==> src/rtl/sha256_pad.sv <==
// -----------------------------------------------------------------------------
// sha256_pad
// Message padder in front of the sha256 core. Takes a big-endian 32-bit word
// stream of arbitrary byte length and emits the padded message (0x80 marker,
// zero fill, 64-bit big-endian bit length) as 16-word blocks on a
// valid/ready/last stream.
//
// Ports
//   clk_i        clock
//   rst_n_i      asynchronous active-low reset
//   in_data_i    message word, byte 0 in [31:24]
//   in_bytes_i   valid bytes of the last word (0..4, 5..7 treated as 4)
//   in_last_i    final message word
//   in_valid_i   input word valid
//   in_ready_o   input word accepted
//   out_data_o   padded word
//   out_last_o   last word of the padded message
//   out_valid_o  output word valid
//   out_ready_i  downstream ready
//
// Message words pass through combinationally with zero latency; the marker,
// zero fill and length words are generated from the FSM state after the last
// input word has been accepted.
// -----------------------------------------------------------------------------
module sha256_pad #(
    parameter int D_WIDTH = 32,
    parameter int L_WIDTH = 64
) (
    input  logic               clk_i,
    input  logic               rst_n_i,
    input  logic [D_WIDTH-1:0] in_data_i,
    input  logic [2:0]         in_bytes_i,
    input  logic               in_last_i,
    input  logic               in_valid_i,
    output logic               in_ready_o,
    output logic [D_WIDTH-1:0] out_data_o,
    output logic               out_last_o,
    output logic               out_valid_o,
    input  logic               out_ready_i
);

    // Bytes are counted; the bit length is the byte count shifted by three.
    localparam int BC_WIDTH = L_WIDTH - 3;

    typedef enum logic [1:0] {
        ST_DATA   = 2'd0,
        ST_PAD    = 2'd1,
        ST_LEN_HI = 2'd2,
        ST_LEN_LO = 2'd3
    } state_t;

    state_t                state_r;
    logic [3:0]            wcnt_r;
    logic [BC_WIDTH-1:0]   byte_cnt_r;
    logic                  padded_r;

    logic [2:0]            last_bytes_s;
    logic [3:0]            wcnt_inc_s;
    logic [L_WIDTH-1:0]    bit_len_s;
    logic                  out_xfer_s;
    logic                  last_partial_s;

    // Insert the 0x80 marker right after the n valid bytes of the last word.
    function automatic logic [31:0] pad_last_word(input logic [31:0] d,
                                                  input logic [2:0]  n);
        logic [31:0] w;
        case (n)
            3'd0:    w = 32'h8000_0000;
            3'd1:    w = {d[31:24], 24'h80_0000};
            3'd2:    w = {d[31:16], 16'h8000};
            3'd3:    w = {d[31:8], 8'h80};
            default: w = d;
        endcase
        return w;
    endfunction

    // Derived values: clamped byte count, next word index, bit length, transfer strobe.
    always_comb begin
        if (in_bytes_i[2]) begin
            last_bytes_s = 3'd4;
        end else begin
            last_bytes_s = in_bytes_i;
        end
        last_partial_s = (last_bytes_s != 3'd4);
        wcnt_inc_s     = wcnt_r + 4'd1;
        bit_len_s      = {byte_cnt_r, 3'b000};
        out_xfer_s     = out_valid_o & out_ready_i;
    end

    // Output and handshake decode; DATA is a zero-latency pass-through.
    always_comb begin
        in_ready_o  = 1'b0;
        out_valid_o = 1'b0;
        out_data_o  = 32'h0000_0000;
        out_last_o  = 1'b0;
        case (state_r)
            ST_DATA: begin
                in_ready_o  = out_ready_i;
                out_valid_o = in_valid_i;
                if (in_last_i) begin
                    out_data_o = pad_last_word(in_data_i, last_bytes_s);
                end else begin
                    out_data_o = in_data_i;
                end
            end
            ST_PAD: begin
                out_valid_o = 1'b1;
                if (padded_r) begin
                    out_data_o = 32'h0000_0000;
                end else begin
                    out_data_o = 32'h8000_0000;
                end
            end
            ST_LEN_HI: begin
                out_valid_o = 1'b1;
                out_data_o  = bit_len_s[L_WIDTH-1:L_WIDTH-32];
            end
            ST_LEN_LO: begin
                out_valid_o = 1'b1;
                out_data_o  = bit_len_s[31:0];
                out_last_o  = 1'b1;
            end
            default: begin
                out_valid_o = 1'b0;
            end
        endcase
    end

    // Padding FSM, word index, byte counter and marker-emitted flag.
    always_ff @(posedge clk_i or negedge rst_n_i) begin
        if (!rst_n_i) begin
            state_r    <= ST_DATA;
            wcnt_r     <= 4'd0;
            byte_cnt_r <= '0;
            padded_r   <= 1'b0;
        end else if (out_xfer_s) begin
            wcnt_r <= wcnt_inc_s;
            case (state_r)
                ST_DATA: begin
                    if (in_last_i) begin
                        byte_cnt_r <= byte_cnt_r + BC_WIDTH'(last_bytes_s);
                        padded_r   <= last_partial_s;
                        // A partial last word at index 13 already carries the
                        // marker, so the length follows immediately.
                        if ((wcnt_inc_s == 4'd14) && last_partial_s) begin
                            state_r <= ST_LEN_HI;
                        end else begin
                            state_r <= ST_PAD;
                        end
                    end else begin
                        byte_cnt_r <= byte_cnt_r + BC_WIDTH'(3'd4);
                    end
                end
                ST_PAD: begin
                    // Every PAD word leaves the marker emitted.
                    padded_r <= 1'b1;
                    if (wcnt_inc_s == 4'd14) begin
                        state_r <= ST_LEN_HI;
                    end else begin
                        state_r <= ST_PAD;
                    end
                end
                ST_LEN_HI: begin
                    state_r <= ST_LEN_LO;
                end
                ST_LEN_LO: begin
                    wcnt_r     <= 4'd0;
                    byte_cnt_r <= '0;
                    padded_r   <= 1'b0;
                    state_r    <= ST_DATA;
                end
                default: begin
                    state_r <= ST_DATA;
                end
            endcase
        end
    end

endmodule

==> config.mk <==
export PLATFORM = sky130hd
export DESIGN_NAME = sha256_pad
export DESIGN_NICKNAME = d
export VERILOG_FILES = /design/src/rtl/sha256_pad.sv
export SDC_FILE = /design/constraint.sdc
export NUM_CORES = 1
export LEC_CHECK = 0
export CELL_PAD_IN_SITES_DETAIL_PLACEMENT = 1
export CELL_PAD_IN_SITES_GLOBAL_PLACEMENT = 2
export CORE_MARGIN = 5
export CORE_UTILIZATION = 33
export DETAILED_ROUTE_END_ITERATION = 16
export HOLD_SLACK_MARGIN = 0.12
export PLACE_DENSITY_LB_ADDON = 0.1
export SLEW_MARGIN = 40
export SYNTH_ARGS = -nofsm -noshare
export SYNTH_HDL_FRONTEND = slang
export SYNTH_SLANG_ARGS = --single-unit
export TNS_END_PERCENT = 100
==> constraint.sdc <==
create_clock -name clk_i -period 3.15 [get_ports clk_i]
set_input_delay 0.945 -clock clk_i [delete_from_list [all_inputs] [get_ports clk_i]]
set_output_delay 0.945 -clock clk_i [all_outputs]
set_load 0.02 [all_outputs]
Word level (Yosys, flattened, before mapping) --
Index checks and enable logic that the tools add are counted.
Storage, ports and cells: bits in registers 68, input port bits 40, output and inout bits 35, logic and storage cells 43
Operators by class: add/subtract/negate cells 3, eq/ne operators 9, mux-type cells 17, bitwise operators 1, reduce and logical (&&, ||, !) cells 9
Operators with widths (count):
- $pmux 32 s4 | 2
- $pmux 61 s2 | 1
- $mux 32 | 2
- $add 61x3->61 | 1
- $add 61x3->61 const B | 1
- $mux 61 | 1
- $pmux 2 s4 | 1
- $eq 3x2->1 const B | 2
- $mux 2 | 3
- $add 4x1->4 const B | 1
- $eq 2x2->1 const B | 2
- $eq 4x4->1 const B | 1
- $mux 4 | 1
- $reduce_and 2->1 | 2
- $eq 3x1->1 const B | 1
- $logic_not 3->1 | 1
- $mux 1 | 3
- $mux 3 | 1
- $ne 3x3->1 const B | 1
- $pmux 1 s3 | 1
- $reduce_and 3->1 | 1
- $reduce_bool 3->1 | 1
- $reduce_or 3->1 | 1
- $eq 2x1->1 const B | 1
- other kinds (6) | 6

Depth between registers and ports, before layout --
word-level depth 6, depth in mapped cells 10, mapped depth without buffers 8

Worst setup path before layout --
No wires, ideal clock.
kind input to output, from input port in_last_i, to output port out_data_o[23], data arrival time 2246 ps, data required time 2205 ps, slack -41 ps, cell stages on the path 5, path buffers 2, cell sequence buf_2 > nand2_1 > o21a_1 > clkbuf_1 > a211oi_1
Between the ends: word-level cells in the longest chain between the ends 2
Ends and longest elaborated chain:
- start: declaration | RTL line 33 | input logic in_last_i,
- $mux 32 | RTL line 100 | if (in_last_i) begin
- $pmux 32 s4 | RTL line 96 | case (state_r)
- end: declaration | RTL line 36 | output logic [D_WIDTH-1:0] out_data_o,
No other way between the ends.

Worst setup path after layout --
from input port in_bytes_i[1], to output port out_data_o[9]
Between the ends: word-level cells in the longest chain between the ends 5, elaborated cells on any way between the ends 8, those cells by class eq/ne: 3; mux: 4; reduce/logical: 1
Ends and longest elaborated chain:
- start: declaration | RTL line 32 | input logic [2:0] in_bytes_i,
- $mux 3 * | RTL line 79 | if (in_bytes_i[2]) begin
- $eq 3x2->1 (tied with other cells) | RTL line 67 | case (n)
- $pmux 32 s4 * | RTL line 67
- $mux 32 * | RTL line 100
- $pmux 32 s4 * | RTL line 96
Mark *: on every way between the ends. The rest lies on a longest branch, timed or not.

==> results by group <==
Outcome
  • Outcome: finished, final reports clean

Setup path
  • Critical path type: in2out
  • CP Max Fanout: 7
  • Worst flop-to-flop path startpoint: state_r[0]
  • Worst setup EP type: primary output
  • Worst setup endpoint: out_data_o[9]
  • R2R cell count: 7
  • Crit path required time: about 2.2 ns
  • Critical path arrival: around 2.1 ns
  • R2r setup slk: roughly 0.45 ns
  • Reg2reg end: byte_cnt_r[30]
  • CP Launch Point: in_bytes_i[1]
  • Critical path startpoint category: primary input

Floorplanning
  • Die width: between 100 and 150 um
  • Row count: 45
  • Core area: ~0.015 mm2
  • IO Count: 75
  • DIE HEIGHT: between 100 and 150 um
  • Die ar.: between 0.015 and 0.02 mm2
  • Initial core utilization: 33.4%

Drt
  • Initial drt markers: between 300 and 400
  • Total wire length: 20,000 um
  • Via Count: 5,465
  • Antenna viol nets, final: 0
  • Remaining DRCs: 0
  • Vias per cell: 5.98
  • Drt first pass iters: 5
  • Wire length per cell: ~22 um

Global route
  • Remaining Overflow, GRT: 0
  • Gr usage total: between 20 and 25%
  • Vias in the first global route: about 5,600
  • Largest net degree at the start of global routing: a little over 60
  • Initial antenna violation count: 1
  • First-pass GRT wire length: between 30,000 and 40,000 um

Synth
  • Most common library cells after synthesis: dfrtp_1 (68), nand2_1 (65), a21oi_1 (58)
  • EDFF count, synth: 0
  • Syn_nets: about 670
  • Mapped Area: 0.00504 mm2
  • Ys flop type: dfrtp_1
  • Synthesized flop and latch total: roughly 70
  • Ys Warns: 0
  • Top-count cell post-synth: dfrtp_1
  • Area share of the largest cell type after synthesis: between 30% and 40%
  • Distinct cells, synth: 60
  • Synth Area per Inst: roughly 8.2 um2
  • Synth area leader: dfrtp_1
  • Syn Inst Count: 617
  • Post-synthesis sequential area ratio: 33.8%
  • Area contributors post-synth: dfrtp_1 (34%), a21oi_1 (5.8%), nand2_1 (4.8%)
  • Fraction of registers with async set/reset: 100%

STA
  • TNS Setup: 0 ns
  • Worst-Margin Slew: 0.768 ns
  • Final clock skew: about 0.0074 ns
  • Tmin final: 3.08 ns
  • Slew Viols, Final: 0
  • Post-route clock period utilization: between 90% and 100%
  • Final setup fails: 0
  • Post-route setup slack: roughly 0.074 ns
  • Final Hold Viols: 0
  • Rel. slew slack: between 40% and 50%
  • RSZ-0062 raised after global routing: yes
  • FMAX: between 300 and 400 MHz

Clock network
  • CTS max path bufs: 2
  • Clock sinks: 68
  • CTS buffer count: 9
  • CTS H-tree depth: 3
  • CTS clk-pin slew, worst paths: 0.06 ns
  • Worst skew pair latency: roughly 0.35 ns
  • CTS root buffer: clkbuf_16
  • CTS tree: yes

Worst hold path
  • Hold/Removal Path Class: in2async

Pwr
  • Static leakage power: 2.64 nW
  • Max IR drop VDD: about 0.36 mV
  • Power Density: between 600 and 700 mW/mm2

Placed design
  • Dpl ws: -0.737 ns
  • GPL Wtd Cong: slightly below 0.9
  • DP Wirelength: between 10,000 and 15,000 um
  • Buffers on Ports: 74

Layout
  • Layout cells sized above 1: between 15 and 20%
  • Ant diodes: 0
  • Nets: between 700 and 800
  • Layout overhead on the synthesized area: 31.6%

Flow run
  • Count of max-cap constraint violations: 0
[repair_timing]
action	in CTS	in global routing
hold buffers	0	0
pin swaps	1	1
cloned	0	0
setup buffers	2	1
gates resized for setup	116	10
endpoints found under the setup margin	55	7
[registers in the layout (all words and copies together), names as in the netlist]
signal	cells
state_r	2
wcnt_r	4
byte_cnt_r	61
padded_r	1
[critical path: stages]
cell             delay [ns]
dlygate4sd2_1          0.35
nand2_1                0.09
nand2_1                0.09
and2_4                 0.23
nand2_1                0.06
o21ai_0                0.07
clkdlybuf4s15_2        0.28
[logic make-up after synthesis]
group | count (synthesis) | share of synthesized area (%)
AOI/OAI and AO/OA | 189 | 24.0
xor gates and xnor gates | 11 | 1.91
adders and majority gates | 12 | 2.98
buffers and inverters | 57 | 4.67
DFF | 68 | 33.8
muxes | 5 | 0.994
and+or+nand+nor | 275 | 31.6
[report_power, final]
group / leakage [nW] / total, mW / switching [mW] / internal (mW)
Clock: 0.135 / 0.964 / 0.395 / 0.570
Sequential: 0.914 / 1.16 / 0.177 / 0.979
Combinational: 1.59 / 2.13 / 1.30 / 0.827
Total: 2.64 / 4.25 / 1.87 / 2.38
[layout make-up]
cell class	instances	area, um2
clock inverter	2	10.0
inverter	21	78.8
sequential	68	1700
clock buffer	13	260
multi-input combinational	492	3170
timing repair buffer	130	1180
fill	1805	8460
tap	188	235
[through the flow]
stage               utilization, %  cell area, um2  hold WS [ns]  cells  total power, mW
detailed placement            42.1            6350         0.523    896             3.36
floorplan                        -            5040         0.475    617             2.32
global placement              42.1            6350         0.496    896             3.30
global route                  43.9            6630         0.449    914             4.51
CTS                           43.8            6610         0.443    913             4.26
finish                        43.9            6630         0.440    914             4.25
[worst min path at each step]
stage	start	endpoint	cells after the start
2_1_floorplan	padded_r	padded_r	2
3_3_place_gp	padded_r	padded_r	2
3_5_place_dp	padded_r	padded_r	2
4_1_cts	rst_n_i	wcnt_r[0]	1
5_1_grt	rst_n_i	wcnt_r[0]	1
6_report	rst_n_i	wcnt_r[0]	1
[cell usage in the layout (no fill, tap or decap), types with 3 or more instances in the layout]
cell type,synthesis,final
dfrtp_1,68,68
nand2_1,65,64
a21oi_1,58,58
buf_4,1,47
nor2_1,41,41
o21ai_0,38,38
clkdlybuf4s50_1,0,35
o31ai_1,31,31
nand4_1,29,29
or4_1,28,28
nand3_1,24,24
a22oi_1,22,22
inv_1,21,20
buf_2,8,15
nor3_1,15,14
nor4_1,11,11
ha_1,12,11
or3_1,10,10
xnor2_1,9,9
clkbuf_16,0,9
dlygate4sd2_1,0,9
clkdlybuf4s15_1,0,9
buf_12,0,8
nor2b_1,7,6
nand2b_1,6,6
and3_1,6,6
mux2i_1,5,5
o211ai_1,5,5
and4_1,5,5
a221oi_1,6,4
nand3_2,4,4
o21a_1,5,4
clkdlybuf4s15_2,0,4
and2_1,4,3
nor4_4,3,3
a21o_1,3,3
o31a_1,3,3
[layer usage]
metal  track usage, %  share of wire [%]
met5                0              0.065
met4             4.74                1.1
met3             4.61                4.7
met2             36.7                 47
met1             31.3                 48
No activity file was read; power rests on OpenSTA's default activity.
